===== src/rtl/pixel_write_master.sv =====
// Buffers per-pixel writes in a small FIFO and drains them as Avalon-MM writes.
// Optional macro PWM_COALESCE_EN merges a push into the tail entry when both hit the same word.
module pixel_write_master #(
  parameter int                IDX_W      = 19,
  parameter int                ADDR_W     = 32,
  parameter logic [ADDR_W-1:0] BASE_ADDR  = '0,
  parameter int                FIFO_DEPTH = 4
) (
  input  logic              clk,
  input  logic              rst,
  input  logic              pixel_valid,
  output logic              pixel_ready,
  input  logic [IDX_W-1:0]  pixel_index,
  input  logic [31:0]       pixel_data,
  input  logic [3:0]        byteenable,
  output logic [ADDR_W-1:0] avm_address,
  output logic              avm_write,
  output logic [31:0]       avm_writedata,
  output logic [3:0]        avm_byteenable,
  input  logic              avm_waitrequest,
  output logic              idle
);

  localparam int PTR_W = (FIFO_DEPTH > 1) ? $clog2(FIFO_DEPTH) : 1;
  localparam int CNT_W = PTR_W + 1;
  localparam logic [CNT_W-1:0] DEPTH_C = CNT_W'(FIFO_DEPTH);

  typedef enum logic [1:0] {
    ST_IDLE,
    ST_ACTIVE,
    ST_FULL
  } state_e;

  state_e            state_q, state_d;
  logic [CNT_W-1:0]  count_q, count_d;
  logic [PTR_W-1:0]  wr_ptr_q, wr_ptr_d;
  logic [PTR_W-1:0]  rd_ptr_q, rd_ptr_d;

  logic [ADDR_W-1:0] addr_q [FIFO_DEPTH];
  logic [ADDR_W-1:0] addr_d [FIFO_DEPTH];
  logic [31:0]       data_q [FIFO_DEPTH];
  logic [31:0]       data_d [FIFO_DEPTH];
  logic [3:0]        be_q   [FIFO_DEPTH];
  logic [3:0]        be_d   [FIFO_DEPTH];

  logic              push;
  logic              pop;
  logic              alloc;
  logic [IDX_W:0]    word_off;
  logic [ADDR_W-1:0] push_addr;
`ifdef PWM_COALESCE_EN
  logic              merge;
  logic [PTR_W-1:0]  tail_ptr;
`endif

  always_comb begin
    push = pixel_valid && (state_q != ST_FULL);
    pop  = (state_q != ST_IDLE) && !avm_waitrequest;

    // {index, 0} with the low two bits cleared is the word-aligned byte offset of the pixel pair
    word_off  = {pixel_index, 1'b0} & ~((IDX_W+1)'(3));
    push_addr = BASE_ADDR + ADDR_W'(word_off);

    addr_d   = addr_q;
    data_d   = data_q;
    be_d     = be_q;
    wr_ptr_d = wr_ptr_q;
    rd_ptr_d = rd_ptr_q;

`ifdef PWM_COALESCE_EN
    tail_ptr = wr_ptr_q - PTR_W'(1);
    merge    = push && (count_q >= CNT_W'(2)) && (addr_q[tail_ptr] == push_addr);
    alloc    = push && !merge;
    if (merge) begin
      be_d[tail_ptr] = be_q[tail_ptr] | byteenable;
      for (int b = 0; b < 4; b++) begin
        if (byteenable[b]) data_d[tail_ptr][8*b +: 8] = pixel_data[8*b +: 8];
      end
    end
`else
    alloc = push;
`endif

    if (alloc) begin
      addr_d[wr_ptr_q] = push_addr;
      data_d[wr_ptr_q] = pixel_data;
      be_d[wr_ptr_q]   = byteenable;
      wr_ptr_d         = wr_ptr_q + PTR_W'(1);
    end
    if (pop) rd_ptr_d = rd_ptr_q + PTR_W'(1);

    unique case ({alloc, pop})
      2'b10:   count_d = count_q + CNT_W'(1);
      2'b01:   count_d = count_q - CNT_W'(1);
      default: count_d = count_q;
    endcase

    if (count_d == '0)          state_d = ST_IDLE;
    else if (count_d == DEPTH_C) state_d = ST_FULL;
    else                         state_d = ST_ACTIVE;
  end

  always_ff @(posedge clk) begin
    if (rst) begin
      state_q  <= ST_IDLE;
      count_q  <= '0;
      wr_ptr_q <= '0;
      rd_ptr_q <= '0;
    end else begin
      state_q  <= state_d;
      count_q  <= count_d;
      wr_ptr_q <= wr_ptr_d;
      rd_ptr_q <= rd_ptr_d;
    end
  end

  // Entry storage needs no reset: it is only observed while count is non-zero.
  always_ff @(posedge clk) begin
    addr_q <= addr_d;
    data_q <= data_d;
    be_q   <= be_d;
  end

  assign avm_write      = (state_q != ST_IDLE);
  assign pixel_ready    = (state_q != ST_FULL);
  assign idle           = (state_q == ST_IDLE);
  assign avm_address    = avm_write ? addr_q[rd_ptr_q] : '0;
  assign avm_writedata  = avm_write ? data_q[rd_ptr_q] : '0;
  assign avm_byteenable = avm_write ? be_q[rd_ptr_q]   : '0;

endmodule


===== config.mk =====
export PLATFORM = sky130hd
export DESIGN_NAME = pixel_write_master
export DESIGN_NICKNAME = d
export VERILOG_FILES = /design/src/rtl/pixel_write_master.sv
export SDC_FILE = /design/constraint.sdc
export NUM_CORES = 1
export LEC_CHECK = 0
export ABC_CLOCK_PERIOD_IN_PS = 6400
export CORE_AREA = 4 4 132 134
export CTS_CLUSTER_DIAMETER = 60
export DETAILED_ROUTE_END_ITERATION = 16
export DIE_AREA = 0 0 136 138
export MAX_ROUTING_LAYER = met4
export PLACE_DENSITY = 0.84
export SETUP_SLACK_MARGIN = 0.2
export SYNTH_ARGS = -nofsm -noshare
export SYNTH_HDL_FRONTEND = slang
export SYNTH_SLANG_ARGS = --single-unit
export TNS_END_PERCENT = 30

===== constraint.sdc =====
create_clock -name clk -period 6.4 [get_ports clk]
set_input_delay 0.96 -clock clk [delete_from_list [all_inputs] [get_ports clk]]
set_output_delay 0.96 -clock clk [all_outputs]
set_load 0.01 [all_outputs]

==> results by group <==
STA
  • Final hold violations: 0
  • Slew Limit Fails: 0
  • Final period util: 63.5%
  • Slew margin rel.: 43.9%
  • Worst Tran Pin Value: 841 ps
  • Final Skew: 10.3 ps
  • Minimum clock period: 4060 ps
  • Setup TNS: 0 ps
  • Setup-failing EPs final: 0
  • RSZ-0062 raised after global routing: false
  • Peak Freq: 246 MHz

Finish
  • Area grow syn2layout: 22.2%
  • Layout net count: 608
  • Fill cells: 1076
  • Final Non-Filler Cells: 775
  • Layout cells sized above 1: 17.7%

Synthesis
  • Sequential fraction of the synthesis area: 75.9%
  • Top cell type's share of synthesized area: 73.8%
  • Yosys warns: 0
  • Number of enable flip-flop cells after synthesis: 216
  • Yosys top cell by area: edfxtp_1
  • Yosys reg bits: 225
  • Library cells used by synthesis: 30
  • Ys flop type: edfxtp_1
  • Commonest cells post-synth: edfxtp_1, nor2b_1, mux4_2
  • Top-count cell post-synth: edfxtp_1
  • Largest cells by area after synthesis: edfxtp_1, mux4_2, nor2b_1
  • Async SR Flop Fraction: 0%
  • Cells after synthesis: 419
  • Mapped Area: 8790 sq um
  • Avg Cell Area, Syn: 21.0 sq um

Clock tree
  • Post-CTS setup buffer count: 0
  • Clock H-tree levels: 1
  • CTS Sinks: 225
  • Root buffer cell: clkbuf_16
  • CTS Hold Bufs: 0
  • TritonCTS buffer count: 22
  • Worst-skew pair later-pin latency: 480 ps
  • Clk slew on worst S/H paths: 60 ps
  • Post-CTS resize count: 0
  • Max Root-Sink Buffers: 3
  • CTS tree: done

Die
  • Ports: 130
  • Starting Density: 54.0%
  • Chip Height: 138 microns
  • Die width: 136 microns
  • Core area: 16300 sq um
  • Rows: 47
  • Die area: 18800 sq um

Setup path
  • Max FO, Critical Path: 30
  • Critical Path Start Type: flop
  • CP required: 5440 ps
  • Kind of critical path: flop to output pin
  • Critical path capture point type: output pin
  • Critical path arrival: 3100 ps

Hold path
  • Hold WC Path Type: flop to flop

Route
  • Drt pass-1 iters: 4
  • Post-route ant nets: 0
  • WL/cell: 19.7 microns
  • Via count: 4207
  • Routed WL: 15300 microns
  • Drt drc: 0
  • 1st-iter DRT viols: 270
  • Vias/cell: 5.43

GRT
  • Vias in the first global route: 4650
  • GR Layer Usage met1: 22.0%
  • Grt total ovfl: 0
  • M3 GR Usage: 3.27%
  • Initial antenna violation count: 1
  • Pin count of the biggest net entering global routing: 62
  • Total GRT Usage: 17.0%
  • Grt met2 use: 28.4%
  • First-pass GRT wire length: 24500 microns
  • GRT busiest layer: met2

Placed design
  • Dpl cells: 739
  • Port Buf Inserts: 114
  • Gpl congestion: 0.697
  • Post-DP HPWL: 8910 microns

Power
  • Int Power: 2.70 mW
  • Flop pwr share: 49.6%
  • Clock Power Share: 33.0%
  • Switching share of power: 22.9%
  • Power Density: 326 nW/um^2
  • P_sw: 802 uW
  • Leak pwr: 3.42 nW
  • VDD IR max: 0.234 mV
  • Combinational fraction of design power: 17.4%

Flow run
  • Max-cap violation count: 0

Run status
  • Status: finished clean
## worst max-delay path: stages (launching register included)
cell,delay (ps)
dfxtp_4,720
buf_4,580
mux4_2,590
nor2b_1,160
clkdlybuf4s50_1,530
## final cells by class
| type | instances | area, sq um | share of cell area [%] |
|---|---|---|---|
| clock inverters | 6 | 26.3 | 0.245 |
| diodes | 1 | 2.50 | 0.0233 |
| inverters | 10 | 37.5 | 0.350 |
| well taps | 220 | 275 | 2.56 |
| flip-flops and latches | 225 | 6670 | 62.1 |
| clock buffers | 29 | 618 | 5.76 |
| multi-input cells | 163 | 1910 | 17.8 |
| repair buffers | 121 | 1190 | 11.1 |
## through the flow
| stage | hold slack (ps) | util, % | setup slack (ps) | instance area [sq um] | power (mW) |
|---|---|---|---|---|---|
| 2_1_floorplan | 459 | - | 3700 | 8840 | 2.11 |
| 3_3_place_gp | 467 | 61.9 | 2750 | 10100 | 2.37 |
| 3_5_place_dp | 494 | 61.9 | 2760 | 10100 | 2.39 |
| 4_1_cts | 503 | 65.9 | 2230 | 10700 | 3.55 |
| 5_1_grt | 549 | 65.9 | 2080 | 10700 | 3.66 |
| 6_report | 516 | 65.9 | 2340 | 10700 | 3.50 |
## metal layers
| layer | part of all wire, % | wire, microns |
|---|---|---|
| met1 | 41 | 6250 |
| met2 | 52 | 8000 |
| met3 | 5.9 | 909 |
| met4 | 0.95 | 145 |
| met5 | 0 | 0 |
## worst paths after layout
kind,startpoint,to,slack (ps),cells past startpoint
setup / recovery,rd_ptr_q[0]$_SDFFE_PP0P_,avm_byteenable[0],2340,4
setup reg to reg,state_q[1]$_SDFF_PP0_,state_q[1]$_SDFF_PP0_,3930,7
hold / removal,count_q[2]$_SDFF_PP0_,count_q[2]$_SDFF_PP0_,520,2
hold reg to reg,count_q[2]$_SDFF_PP0_,count_q[2]$_SDFF_PP0_,520,2
## power groups by stage
stage	clock network (mW)	logic, mW	registers, mW
after floorplan	0	0.363	1.74
after global placement	0	0.607	1.76
after detailed placement	0	0.620	1.77
after CTS	1.18	0.624	1.74
after global routing	1.26	0.659	1.75
final	1.16	0.610	1.74
## cell families (layout without fill, tap and decap cells)
| kind of cell | count (synthesis) | count (layout) | share of synthesized area (%) |
|---|---|---|---|
| adders and majority gates | 6 | 6 | 0.940 |
| xor gates and xnor gates | 2 | 2 | 0.199 |
| other | 1 | 15 | 0.0427 |
| and+or+nand+nor | 74 | 74 | 5.14 |
| AOI/OAI and AO/OA | 13 | 13 | 0.911 |
| muxes | 54 | 54 | 13.8 |
| buffers and inverters | 44 | 166 | 3.08 |
| DFF | 225 | 225 | 75.9 |
## cells in the final DEF, fill, tap and decap left out
cell type,n
nor2_1,4
a211oi_2,1
nand3_1,2
clkbuf_16,23
nor2b_1,55
mux4_2,54
edfxtp_1,216
or4_1,1
and3b_1,1
clkbuf_8,2
clkbuf_1,4
ha_1,5
inv_1,9
nand3b_1,1
clkdlybuf4s50_1,114
a221o_1,1
buf_4,7
dfxtp_2,1
or3_1,2
inv_2,1
o31ai_1,1
diode_2,1
o21ai_0,4
fa_1,1
dfxtp_4,1
clkinv_2,3
or3b_1,1
and3_2,4
nor2_4,1
xor2_1,2
conb_1,14
clkinv_1,3
a21oi_1,6
dfxtp_1,7
nor3_1,1
nand2_1,1
## flip-flops by register name, summed over array words and instances, names as in the netlist
register and cells:
wr_ptr_q 2, be_q 16, count_q 3, rd_ptr_q 2, state_q 2, addr_q 72, data_q 128
Note: power is estimated with default switching activity, not from simulation.
